File: src/rtl/pwm_multicanal.sv
// Multi-channel PWM with one shared counter (edge- or center-aligned).
// Duty, period and mode are double-buffered and load only at period boundaries.
module pwm_multicanal #(
  parameter int WIDTH   = 22,
  parameter int CANALES = 4,
  parameter int SELW    = 2
) (
  input  logic               clk,
  input  logic               iniciar,
  input  logic               habilitar,
  input  logic               modo,
  input  logic [WIDTH-1:0]   periodo,
  input  logic               dato_wr,
  input  logic [SELW-1:0]    dato_canal,
  input  logic [WIDTH-1:0]   Dato,
  output logic [CANALES-1:0] pwm,
  output logic [WIDTH-1:0]   contador,
  output logic               fin_periodo
);

  // state | meaning
  // SUBE  | counter rising (always used in edge mode)
  // BAJA  | counter falling toward 1 (center mode only)
  typedef enum logic {SUBE = 1'b0, BAJA = 1'b1} dir_t;

  dir_t               dir_q, dir_d;
  logic [WIDTH-1:0]   cnt_q, cnt_d;
  logic [WIDTH-1:0]   per_act_q, per_act_d;
  logic               modo_act_q, modo_act_d;
  logic [WIDTH-1:0]   pend_q [CANALES];
  logic [WIDTH-1:0]   pend_d [CANALES];
  logic [WIDTH-1:0]   act_q  [CANALES];
  logic [WIDTH-1:0]   act_d  [CANALES];
  logic [CANALES-1:0] pwm_q, pwm_d;

  logic tope, bajando, limite, canal_ok;

  always_comb begin
    tope    = (cnt_q == per_act_q);
    // The top sample already belongs to the falling slope; with periodo_act=1
    // the top is also contador==1 and so closes a 2-cycle period.
    bajando = (dir_q == BAJA) || tope;
    if (per_act_q == '0)
      limite = 1'b1;
    else if (!modo_act_q)
      limite = tope;
    else
      limite = bajando && (cnt_q == WIDTH'(1));
  end

  assign canal_ok    = {1'b0, dato_canal} < (SELW+1)'(CANALES);
  assign fin_periodo = iniciar && habilitar && limite;

  always_comb begin
    cnt_d      = cnt_q;
    dir_d      = dir_q;
    per_act_d  = per_act_q;
    modo_act_d = modo_act_q;
    pend_d     = pend_q;
    act_d      = act_q;
    pwm_d      = '0;

    for (int i = 0; i < CANALES; i++)
      pwm_d[i] = habilitar && (cnt_q < act_q[i]);

    if (!habilitar || limite) begin
      cnt_d      = '0;
      dir_d      = SUBE;
      per_act_d  = periodo;
      modo_act_d = modo;
      act_d      = pend_q;
    end else if (!modo_act_q) begin
      cnt_d = cnt_q + WIDTH'(1);
    end else if (bajando) begin
      dir_d = BAJA;
      cnt_d = cnt_q - WIDTH'(1);
    end else begin
      cnt_d = cnt_q + WIDTH'(1);
    end

    if (dato_wr && canal_ok)
      pend_d[dato_canal] = Dato;
  end

  always_ff @(posedge clk) begin
    if (!iniciar) begin
      cnt_q      <= '0;
      dir_q      <= SUBE;
      per_act_q  <= '0;
      modo_act_q <= 1'b0;
      pwm_q      <= '0;
      for (int i = 0; i < CANALES; i++) begin
        pend_q[i] <= '0;
        act_q[i]  <= '0;
      end
    end else begin
      cnt_q      <= cnt_d;
      dir_q      <= dir_d;
      per_act_q  <= per_act_d;
      modo_act_q <= modo_act_d;
      pwm_q      <= pwm_d;
      pend_q     <= pend_d;
      act_q      <= act_d;
    end
  end

  assign pwm      = pwm_q;
  assign contador = cnt_q;

endmodule
File: config.mk
export PLATFORM = sky130hd
export DESIGN_NAME = pwm_multicanal
export DESIGN_NICKNAME = d
export VERILOG_FILES = /design/src/rtl/pwm_multicanal.sv
export SDC_FILE = /design/constraint.sdc
export NUM_CORES = 1
export LEC_CHECK = 0
export BUFFER_PORTS_ARGS = -buffer_cell sky130_fd_sc_hd__buf_2
export CAP_MARGIN = 15
export CORE_ASPECT_RATIO = 0.5
export CORE_MARGIN = 2
export CORE_UTILIZATION = 40
export CTS_CLUSTER_SIZE = 28
export DETAILED_ROUTE_END_ITERATION = 10
export GPL_TIMING_DRIVEN = 0
export MAX_ROUTING_LAYER = met4
export PLACE_DENSITY = 0.66
export SLEW_MARGIN = 0
export SYNTH_ARGS = -nofsm -noshare
export SYNTH_HDL_FRONTEND = slang
export SYNTH_SLANG_ARGS = --single-unit
File: constraint.sdc
create_clock -name clk -period 3.1 [get_ports clk]
set_input_delay 0.155 -clock clk [delete_from_list [all_inputs] [get_ports clk]]
set_output_delay 0.155 -clock clk [all_outputs]
set_load 0.02 [all_outputs]
==> flow_summary.yaml <==
synthesis:
  synth-seq-cells: 226
  syn-cell-area_sq_um: 11400
  fraction_of_registers_with_async_set_or_reset_after_synthesis_pct: 0
  postSynth.topFlopCell: "dfxtp_1"
  synth_enable_flop_cells: 0
  synthesis.area_per_instance_sq_um: 7.88
  synthCells: 1441
  yosys_warnings: 0
  syn_nets: 1579
  synth_cell_types: 54
  synth.yosys.seq_area_share_pct: 39.8
setup_path:
  reg2reg_setup_slack_ns: 0.13
  crit_path_top_delay_cell: "dfxtp_1"
  cell_repeated_most_along_the_worst_path: "nor2_2"
  path_buf_inv: 1
  worst_path_largest_cell_delay_ns: 0.66
  timing.rr.start: "contador[21]"
  arrival_ns: 2.92
  crit_path_start: "contador[21]"
  reg2reg_to: "contador[5]"
  crit_path_end_kind: "primary output"
  start_kind: "register"
  critPathRequiredTime_ns: 2.94
  timing.critical_path.fanout_max: 8
  reg2reg_depth: 8
  timing.setup.critical_path_class: "register to primary output"
  critical_path.cell_chain: "xor2_1 > nor4_1 > nand4_1 > a221oi_4 > nor2_2 > nor2_2 > buf_6"
  critical_path_cell_count: 7
  worst_path_dominant_cell_family: "simple AND/OR/NAND/NOR gates"
sta:
  finClkSkew_ns: 0.0108
  final.setup.worst_slack_ns: 0.0237
  finalMaxSlewViolations: 0
  fmax_ghz: 0.325
  setup_viol: 0
  max-slew-margin-rel_pct: 39.0
  post-route-period-util_pct: 99.2
  fin_crit_ns: 3.08
  setup_tns_ns: 0
  worst_slew_pin_slew_ns: 0.906
  finalHoldViolations: 0
global_routing:
  initial_antenna_violation_count: 1
  global_route.usage.total_pct: 24.2
  wire_length_of_the_first_global_routing_pass_um: 54900
  grt.overflow.total: 0
  grt_pass1_vias: 9511
  grt_max_degree: 15
floorplanning:
  floorplan.die_area_sq_um: 29800
  floorplan.die.height_um: 123
  initial_core_util_pct: 40.8
  io_pins: 78
  chipWidth_um: 242
  fp.coreArea_sq_um: 27800
  std_cell_rows: 43
power:
  internal-power_uw: 5080
  power.switching_fraction_pct: 25.5
  power_switching_uw: 1740
  cellPowerDensity_nw_per_um2: 500
  share_seq_of_total_power_pct: 44.8
  worst_ir_drop_vdd_v: 0.000378
  clk_network_pwr_share_pct: 45.1
  power.leakage_uw: 0.00526
  comb_power_share_pct: 10.1
detailed_routing:
  drt-initial-drc-count: 941
  route.vias.total: 10500
  drt_pre_antenna_iters: 5
  routed_wirelength_um: 35600
  drc: 0
  wire_per_inst_um: 17.9
  avgViaCountPerCell: 5.28
  detail-route-antenna-nets: 0
place:
  place.port_buffers: 76
  routabilityCongestion: 0.922
  hpwl_um: 26400
  dp_cells: 1899
  placement.setup.worst_slack_ns: -0.234
  placedInstanceArea_sq_um: 12200
layout:
  layout-area-overhead-vs-synth_pct: 20.1
  final_core_util_pct: 49.1
  final_design_area_no_fill_sq_um: 13600
  fraction_of_final_layout_cells_sized_beyond_drive_strength_1_pct: 11.1
  mostFrequentLayoutCell: "nand2_1"
  fin_cells: 1986
  highest_count_cells_in_the_layout_ignoring_fill_and_taps: "nand2_1 (309), dfxtp_1 (211), nand3_1 (124), inv_1 (88), a21boi_0 (88)"
  finish.net_count: 1725
hold_path:
  holdPathStages: 4
  whs_endpoint: "pend_q[87]"
  hold_class: "primary input to register"
  timing.hold.worst.start: "dato_canal[1]"
clock_network:
  cts_sinks: 226
  number_of_buffers_created_by_cts: 23
  ctsHtreeMaxLevel: 1
  clkSlewWorstSetupHoldPaths_ns: 0.06
  max_buffers_root_to_sink: 3
  clock_latency_ns: 0.53
  cts-root-buf: "clkbuf_16"
  cts_tree: "done"
job:
  drv.max_cap_violation_count: 0
status:
  outcome: "completed"
==> cell families after synthesis <==
family / Yosys count / share of synthesized area, %
compound gates: 300 / 16.5
simple gates: 593 / 23.4
mux: 4 / 0.352
buf+inv: 188 / 7.09
flops: 226 / 39.8
fa+ha+maj: 87 / 9.58
xor+xnor: 43 / 3.32
==> metrics by stage <==
step	hold WS, ns	total power, uW
2_1_floorplan	0.295	3500
3_3_place_gp	0.404	3740
3_5_place_dp	0.413	3740
4_1_cts	0.0429	6830
5_1_grt	0.0810	7050
6_report	0.0526	6830
==> routing by layer <==
layer / vias up / share of wire [%] / global-route usage, %
met1: 4916 / 49 / 34.9
li1: 5196 / - / -
met4: 0 / 1.7 / 4.82
met5: - / 0 / -
met2: 332 / 43 / 37.1
met3: 48 / 6.3 / 2.41
==> synthesized netlist by cell type (19+ instances only) <==
library cell | count | share of area (%)
nand2_1 | 309 | 10
nor2_1 | 59 | 1.9
xor2_1 | 34 | 2.6
clkbuf_1 | 66 | 2.2
o21ai_0 | 56 | 2.5
ha_1 | 87 | 9.6
nor4_1 | 22 | 1.2
nand4_1 | 19 | 1.0
o21ai_1 | 80 | 3.5
a21boi_0 | 88 | 5.8
a21oi_1 | 27 | 1.2
nand3_1 | 124 | 5.5
dfxtp_1 | 226 | 40
inv_1 | 88 | 2.9
==> tightest hold or removal path: cells and delay by family <==
kind	cells	cell delay (ns)
compound gates	1	0.06
buf+inv	1	0.13
simple gates	2	0.18
==> timing repair <==
action / CTS / global route
endpoints found under the hold margin: 111 / 0
resized for setup: 17 / 34
hold buffers: 45 / 0
buffers inserted: 1 / 2
setup endpoints to repair: 129 / 129
pin swaps: 2 / 9
==> how the worst max path moves through the flow <==
| stage | to | slack, ns |
|---|---|---|
| after floorplan | contador[10] | 0.31 |
| after global placement | act_q[77] | -0.22 |
| after detailed placement | act_q[40] | -0.23 |
| after CTS | act_q[48] | -0.05 |
| after global routing | fin_periodo | -0.006 |
| final | fin_periodo | 0.02 |
==> sequential cells by signal (all words and copies together), names as in the netlist <==
name / flops
pend_q: 88
modo_act_q: 1
act_q: 88
contador: 22
dir_q: 1
pwm: 4
per_act_q: 22
==> power by group through the flow <==
stage | clock network [uW] | registers [uW] | logic [uW]
2_1_floorplan | 0 | 3100 | 396
3_3_place_gp | 0 | 3120 | 618
3_5_place_dp | 0 | 3120 | 621
4_1_cts | 3100 | 3060 | 672
5_1_grt | 3240 | 3060 | 752
6_report | 3080 | 3060 | 690
==> cell type report <==
cell class / instances / area, sq um
Tap cell: 382 / 478
Sequential cell: 226 / 4550
Clock inverter: 14 / 214
Buffer: 97 / 477
Fill cell: 2711 / 14200
Multi-Input combinational cell: 1027 / 6120
Timing Repair Buffer: 124 / 860
Inverter: 88 / 330
Antenna cell: 1 / 2.50
Clock buffer: 27 / 611
No activity file was read; power rests on OpenSTA's default activity.
